==> config.mk <==
export PLATFORM = sky130hd
export DESIGN_NAME = mem_access_stage
export DESIGN_NICKNAME = d
export VERILOG_FILES = /design/src/rtl/mem_access_stage.sv
export SDC_FILE = /design/constraint.sdc
export NUM_CORES = 1
export LEC_CHECK = 0
export ABC_AREA = 1
export CAP_MARGIN = 20
export CORE_MARGIN = 1.5
export CORE_UTILIZATION = 40
export DETAILED_ROUTE_END_ITERATION = 8
export PLACE_DENSITY = 0.82
export RECOVER_POWER = 25
export SYNTH_ARGS = -nofsm -noshare
export SYNTH_HDL_FRONTEND = slang
export SYNTH_SLANG_ARGS = --single-unit
==> constraint.sdc <==
create_clock -name clk -period 7.7 [get_ports clk]
set_clock_uncertainty 0.2 [all_clocks]
set_input_delay 1.925 -clock clk [delete_from_list [all_inputs] [get_ports clk]]
set_output_delay 1.925 -clock clk [all_outputs]
set_load 0.05 [all_outputs]
==> src/rtl/mem_access_stage.sv <==
// MEM stage: issues req/gnt/rvalid data-memory transactions for EX loads/stores,
// stalls EX while busy, and emits one registered writeback beat per retired instruction.
module mem_access_stage #(
    parameter int XLEN    = 64,
    parameter int TIMEOUT = 16
) (
    input  logic            clk,
    input  logic            rst,
    input  logic            ex_valid,
    output logic            ex_ready,
    input  logic [XLEN-1:0] ex_alu_result,
    input  logic [XLEN-1:0] ex_store_data,
    input  logic            ex_is_load,
    input  logic            ex_is_store,
    input  logic            ex_byte_op,
    input  logic [4:0]      ex_rd,
    output logic            mem_req,
    output logic            mem_we,
    output logic [XLEN-1:0] mem_addr,
    output logic [XLEN-1:0] mem_wdata,
    output logic [7:0]      mem_wstrb,
    input  logic            mem_gnt,
    input  logic            mem_rvalid,
    input  logic [XLEN-1:0] mem_rdata,
    output logic            wb_valid,
    output logic [4:0]      wb_rd,
    output logic [XLEN-1:0] wb_data,
    output logic            misaligned,
    output logic            bus_err,
    output logic [1:0]      state_dbg
);

    localparam logic [1:0] IDLE   = 2'd0;
    localparam logic [1:0] REQ    = 2'd1;
    localparam logic [1:0] WAIT_R = 2'd2;

    localparam int CW = $clog2(TIMEOUT + 1);
    localparam logic [CW-1:0] TMO_LAST = CW'(TIMEOUT - 1);

    // Handshake: an EX instruction transfers on a cycle where ex_valid & ex_ready;
    // a memory request transfers on mem_req & mem_gnt; read data is taken on mem_rvalid in REQ/WAIT_R.
    logic [1:0]      state;
    logic [CW-1:0]   tmo_cnt;
    logic [4:0]      rd_q;
    logic [2:0]      off_q;
    logic            byte_q;
    logic            load_q;
    logic            xfer;
    logic            is_mem;
    logic            timed_out;
    logic [7:0]      rbyte;
    logic [XLEN-1:0] load_data;

    assign ex_ready  = (state == IDLE);
    assign state_dbg = state;
    assign xfer      = ex_valid & ex_ready;
    assign is_mem    = ex_is_load | ex_is_store;
    assign timed_out = (tmo_cnt == TMO_LAST);
    assign rbyte     = mem_rdata[{off_q, 3'b000} +: 8];
    assign load_data = byte_q ? {{(XLEN-8){rbyte[7]}}, rbyte} : mem_rdata;

    always_ff @(posedge clk or posedge rst) begin
        if (rst) begin
            state      <= IDLE;
            tmo_cnt    <= '0;
            rd_q       <= '0;
            off_q      <= '0;
            byte_q     <= 1'b0;
            load_q     <= 1'b0;
            mem_req    <= 1'b0;
            mem_we     <= 1'b0;
            mem_addr   <= '0;
            mem_wdata  <= '0;
            mem_wstrb  <= '0;
            wb_valid   <= 1'b0;
            wb_rd      <= '0;
            wb_data    <= '0;
            misaligned <= 1'b0;
            bus_err    <= 1'b0;
        end else begin
            wb_valid   <= 1'b0;
            misaligned <= 1'b0;
            bus_err    <= 1'b0;
            case (state)
                IDLE: begin
                    if (xfer) begin
                        if (!is_mem) begin
                            wb_valid <= 1'b1;
                            wb_data  <= ex_alu_result;
                            wb_rd    <= ex_rd;
                        end else if (!ex_byte_op && ex_alu_result[2:0] != 3'b000) begin
                            misaligned <= 1'b1;
                        end else begin
                            // A load flag wins when both load and store are set.
                            rd_q     <= ex_rd;
                            off_q    <= ex_alu_result[2:0];
                            byte_q   <= ex_byte_op;
                            load_q   <= ex_is_load;
                            tmo_cnt  <= '0;
                            state    <= REQ;
                            mem_req  <= 1'b1;
                            mem_we   <= ~ex_is_load;
                            mem_addr <= {ex_alu_result[XLEN-1:3], 3'b000};
                            if (ex_byte_op) begin
                                mem_wstrb <= 8'b1 << ex_alu_result[2:0];
                                mem_wdata <= {(XLEN/8){ex_store_data[7:0]}};
                            end else begin
                                mem_wstrb <= 8'hFF;
                                mem_wdata <= ex_store_data;
                            end
                        end
                    end
                end
                REQ: begin
                    if (mem_gnt && (!load_q || mem_rvalid)) begin
                        mem_req <= 1'b0;
                        mem_we  <= 1'b0;
                        state   <= IDLE;
                        if (load_q) begin
                            wb_valid <= 1'b1;
                            wb_rd    <= rd_q;
                            wb_data  <= load_data;
                        end
                    end else if (timed_out) begin
                        mem_req <= 1'b0;
                        mem_we  <= 1'b0;
                        bus_err <= 1'b1;
                        state   <= IDLE;
                    end else begin
                        tmo_cnt <= tmo_cnt + CW'(1);
                        if (mem_gnt) begin
                            mem_req <= 1'b0;
                            mem_we  <= 1'b0;
                            state   <= WAIT_R;
                        end
                    end
                end
                WAIT_R: begin
                    if (mem_rvalid) begin
                        wb_valid <= 1'b1;
                        wb_rd    <= rd_q;
                        wb_data  <= load_data;
                        state    <= IDLE;
                    end else if (timed_out) begin
                        bus_err <= 1'b1;
                        state   <= IDLE;
                    end else begin
                        tmo_cnt <= tmo_cnt + CW'(1);
                    end
                end
                default: state <= IDLE;
            endcase
        end
    end

endmodule

### Yosys cells after proc, flatten, opt, wreduce, memory -nomap -nowiden

Index checks and enable logic that the tools add are counted.

| storage, ports and cells | value |
|---|---|
| bits in registers | 224 |
| output and inout port bits | 213 |
| input port bits | 205 |

| cells by class | value |
|---|---|
| add/sub/neg operators | 1 |
| bitwise logic cells | 4 |
| equal/unequal tests | 14 |
| reduce and logical (&&, ||, !) cells | 14 |
| shift-type cells | 2 |
| mux-type cells | 56 |

Operator list:

| operator | count |
|---|---|
| $mux 64 | 7 |
| $pmux 64 s3 | 1 |
| $shiftx 64x7->8 | 1 |
| $mux 5 | 11 |
| $pmux 5 s3 | 2 |
| $mux 1 | 21 |
| $mux 2 | 8 |
| $ne 2x2->1 const B | 7 |
| $reduce_and 6->1 | 2 |
| $reduce_and 5->1 | 2 |
| $mux 8 | 1 |
| $shl 1x3->8 const A | 1 |
| $pmux 1 s2 | 3 |
| $pmux 2 s3 | 1 |
| $reduce_bool 3->1 | 2 |
| $add 5x1->5 const B | 1 |
| $eq 5x4->1 const B | 1 |
| $ne 2x1->1 const B | 2 |
| $ne 4x4->1 const B | 1 |
| $reduce_and 4->1 | 1 |
| $ne 3x3->1 const B | 1 |
| $pmux 1 s3 | 1 |
| $eq 2x1->1 const B | 1 |
| $eq 2x2->1 const B | 1 |
| other kinds (8) | 11 |

### Depth between registers and ports, before layout

| logic depth | value |
|---|---|
| depth after elaboration | 6 |
| gate-level depth with buffers | 12 |

### Worst setup path before layout

No wires, ideal clock.

| timing | value |
|---|---|
| path type | register to output |
| start point | register state[0], in the netlist state_dbg[0] |
| end point | output ex_ready |
| slack | 4.371 ns |
| cell stages (with the launch flop) | 3 |
| data required time | 5.575 ns |
| arrival time | 1.204 ns |
| cells stage by stage | dfrtp_1 inv_1 ha_1 |

| between the ends | value |
|---|---|
| longest elaborated chain between the ends | 1 |

RTL lines:

| item | RTL line | text |
|---|---|---|
| start: declaration | 42 | `logic [1:0] state;` |
| start signal: assignment | 64 | `state <= IDLE;` |
| start signal: assignment | 100 | `state <= REQ;` |
| start signal: assignment | 118 | `state <= IDLE;` |
| $logic_not 2->1 | 54 | `assign ex_ready = (state == IDLE);` |
| end: declaration | 10 | `output logic ex_ready,` |

Every way passes these cells.

### Worst setup path after layout

| timing | value |
|---|---|
| start point | input ex_byte_op |
| end point | register mem_addr[32] |

| between the ends | value |
|---|---|
| longest elaborated chain between the ends | 4 |

RTL lines:

| item | RTL line | text |
|---|---|---|
| start: declaration | 15 | `input logic ex_byte_op,` |
| $logic_not 1->1 | 91 | `end else if (!ex_byte_op && ex_alu_result[2:0] != 3'b000) begin` |
| $logic_and 1x1->1 | 91 |  |
| $not 1->1 (no line) | -- |  |
| $reduce_and 4->1 (no line) | -- |  |
| end signal: assignment | 103 | `mem_addr <= {ex_alu_result[XLEN-1:3], 3'b000};` |
| end: declaration | 19 | `output logic [XLEN-1:0] mem_addr,` |

Every way passes these cells.
A chain may end at the register's enable or synchronous reset.

==> flow_summary.yaml <==
synthesis:
  synth_warnings: 0
  synth.most_common_cell: "nand2_1"
  synthMuxAreaShare: 0.00449
  synthArstFlopShare: 1.00
  syn_inst: 1479
  synth_xor_area_frac: 0.00157
  synth_top_family_by_area: "simple AND/OR/NAND/NOR gates"
  yosys.area.top_type: "dfrtp_1"
  ys_ff_latch: 224
  syn_area_um2: 11200
  synthAdderAreaFrac: 0.00785
  synth_common_cells: "nand2_1, dfrtp_1, nor2_1"
  syn_area_per_cell_um2: 7.54
  ys_seq_area_frac: 0.502
  yosys.area_share.simple: 0.332
  synth_edf_count: 0
  ys_types: 29
  yosys_most_used_dff: "dfrtp_1"
  synth_compound_area_frac: 0.0851
  ys_top_cells_by_area: "dfrtp_1, nand2_1, nand3_1"
  yosysTopAreaCellShare: 0.502
outcome:
  status: "finished, final reports clean"
route:
  drt-pass1-iter-count: 5
  drc: 0
  routed-via-count: 11300
  drtIter0Drc: 693
  wirelength_um: 39400
  routed_via_density: 5.05
  postRouteAntennaNets: 0
  post_drt_wl_per_cell_um: 17.7
pwr:
  p_leak_uw: 0.00775
  power.switching_uw: 4480
  power_frac_seq: 0.243
  power_density_nw_per_um2: 535
  p_sw_frac: 0.510
  p_clk_frac: 0.153
  p_int_uw: 4300
  p_comb_frac: 0.604
  ir_drop_mv: 0.424
sta:
  max_slew_margin: 0.286
  rsz0062_at_grt: "false"
  worst_hold_slack_ns: 0.277
  period_needed_ns: 4.83
  finalSetupViolCount: 0
  finalSetupTns_ns: 0
  max_freq_mhz: 207
  hold_viol: 0
  drv_slew: 0
  tightest_slew_ns: 1.07
  finalCritPeriodShare: 0.628
clocking:
  cts_root_buffer: "clkbuf_16"
  clockBufferDepth: 3
  cts.clk_slew.worst_paths_ns: 0.06
  cts_sinks: 224
  hold_buffers: 0
  clock_latency_ns: 0.55
  cts_tree: "built"
  post_cts_resized: 0
  postCtsSetupRepairBufs: 0
  cts_htree_levels: 1
  cts_made_buffers: 26
run:
  maxCapViolCount: 0
cells_and_area:
  areaGrowthSynthToFinish_pct: 46.9
  fin_nets: 2051
  drive_above_1_share: 0.0479
  post-route-util: 0.603
  final_cells: 2232
floorplanning:
  die-area_um2: 28900
  fp.dieW_um: 170
  rows: 60
  io_pins: 418
  dieHeight_um: 170
  start_util: 0.411
  core_area_um2: 27200
setup_path:
  criticalPathCategory: "input pin to register"
  reg2reg_slack_ns: 4.71
  crit_fanout: 151
  r2r-end: "mem_addr[32]$_DFFE_PP0P_"
  r2r_start: "state_dbg[0]$_DFFE_PP0P_"
  crit_required_ns: 7.96
  startpoint_type: "input pin"
  r2r_cells: 9
  end_kind: "register"
  arrival_ns: 5.09
hold_path:
  hold_path.class: "register to register"
  hold_depth: 2
  hold_path_startpoint: "mem_addr[42]$_DFFE_PP0P_"
  holdPathEnd: "mem_addr[42]$_DFFE_PP0P_"
placement:
  hpwl_um: 28200
  portBuffers: 414
  dp_cells: 2181
  place.gp.congestion: 0.883
global_routing:
  grt_max_degree: 154
  grt_pass1_wl_um: 60400
  overflow: 0
  grt_antenna_before_repair: 2
  grtUsageTotal: 0.267
  grt_pass1_vias: 11000
==> layer usage <==
| metal | wire, µm | up-vias | global-route usage | share of wire |
|---|---|---|---|---|
| met5 | 0 | - | 0 | 0 |
| met4 | 2110 | 0 | 0.133 | 0.053 |
| met3 | 3570 | 109 | 0.0679 | 0.090 |
| met2 | 18700 | 527 | 0.451 | 0.47 |
| met1 | 15100 | 5287 | 0.317 | 0.38 |
| li1 | - | 5350 | - | - |
==> flip-flops by register name, summed over array words and instances, names as in the netlist <==
name        flops
load_q          1
off_q           3
mem_addr       61
wb_valid        1
bus_err         1
state_dbg       2
wb_data        64
tmo_cnt         5
mem_req         1
mem_we          1
wb_rd           5
misaligned      1
byte_q          1
mem_wdata      64
mem_wstrb       8
rd_q            5
==> stage by stage <==
stage / cell area [µm²] / setup slack (ns) / total power [µW]
global route: 16400 / 2.50 / 9260
floorplan: 11200 / 2.65 / 5660
global placement: 15400 / 2.35 / 7310
detailed placement: 15400 / 2.25 / 7400
finish: 16400 / 2.87 / 8770
CTS: 16300 / 2.81 / 8790
==> cell usage in the layout (no fill, tap or decap), types with 2 or more instances in the layout <==
master / n
nand3_1: 118
clkbuf_8: 4
clkinv_2: 4
inv_2: 9
or2_2: 11
dfrtp_1: 224
nand3_2: 2
nor2_1: 150
a21oi_1: 65
ha_1: 6
buf_12: 4
buf_4: 6
o21ai_0: 6
a2bb2oi_2: 7
clkbuf_1: 3
conb_1: 3
inv_1: 59
mux2i_1: 5
clkbuf_16: 26
nand4_1: 5
clkdlybuf4s50_1: 412
nand2_1: 638
o21ai_1: 11
bufinv_16: 5
clkinv_4: 2
dlygate4sd3_1: 2
diode_2: 2
clkinvlp_4: 2
o21a_1: 56
xor2_1: 2
==> kinds of logic (layout without fill, tap and decap cells) <==
logic type | after synthesis | in the layout
AND/OR/NAND/NOR | 929 | 929
buffers and inverters | 164 | 541
XOR/XNOR | 2 | 2
multiplexers | 5 | 5
other | 1 | 5
adder cells (fa/ha/maj) | 7 | 7
flip-flops | 224 | 224
AO/OA/AOI/OAI | 147 | 147
==> area by class of cell <==
type                    instances  area (µm²)
diodes                          2        5.00
clock buffers                  33         717
clock inverters                14         219
fillers                      2391       10800
inverters                      70         269
multi-input cells            1093        4840
flip-flops and latches        224        5610
well taps                     372         465
repair buffers                424        4270
==> worst max-delay path, stage by stage <==
cell and delay (ns):
clkdlybuf4s50_1 0.74, inv_2 0.47, nand2_1 0.31, nand3_4 0.12
inv_6 0.69, buf_4 0.60, nand2_1 0.13, nand2_1 0.09
==> power groups by stage <==
| stage | sequential [µW] | clock (µW) | combinational, µW |
|---|---|---|---|
| 5_1_grt | 2190 | 1420 | 5660 |
| 4_1_cts | 2130 | 1370 | 5300 |
| 3_5_place_dp | 2130 | 0 | 5270 |
| 2_1_floorplan | 3900 | 0 | 1760 |
| 3_3_place_gp | 2120 | 0 | 5190 |
| 6_report | 2130 | 1350 | 5300 |
==> worst max-delay path by stage <==
stage                     from  cells past startpoint                  endpoint  slack [ns]
global route        ex_byte_op                      8  mem_addr[39]$_DFFE_PP0P_        2.50
finish              ex_byte_op                      8  mem_addr[32]$_DFFE_PP0P_        2.87
detailed placement  ex_byte_op                      7        load_q$_DFFE_PP0P_        2.25
floorplan                  rst                      1         bus_err$_DFF_PP0_        2.65
CTS                 ex_byte_op                      8  mem_addr[32]$_DFFE_PP0P_        2.81
global placement    ex_byte_op                      7        load_q$_DFFE_PP0P_        2.35
Power figures use the tool's default switching activity.
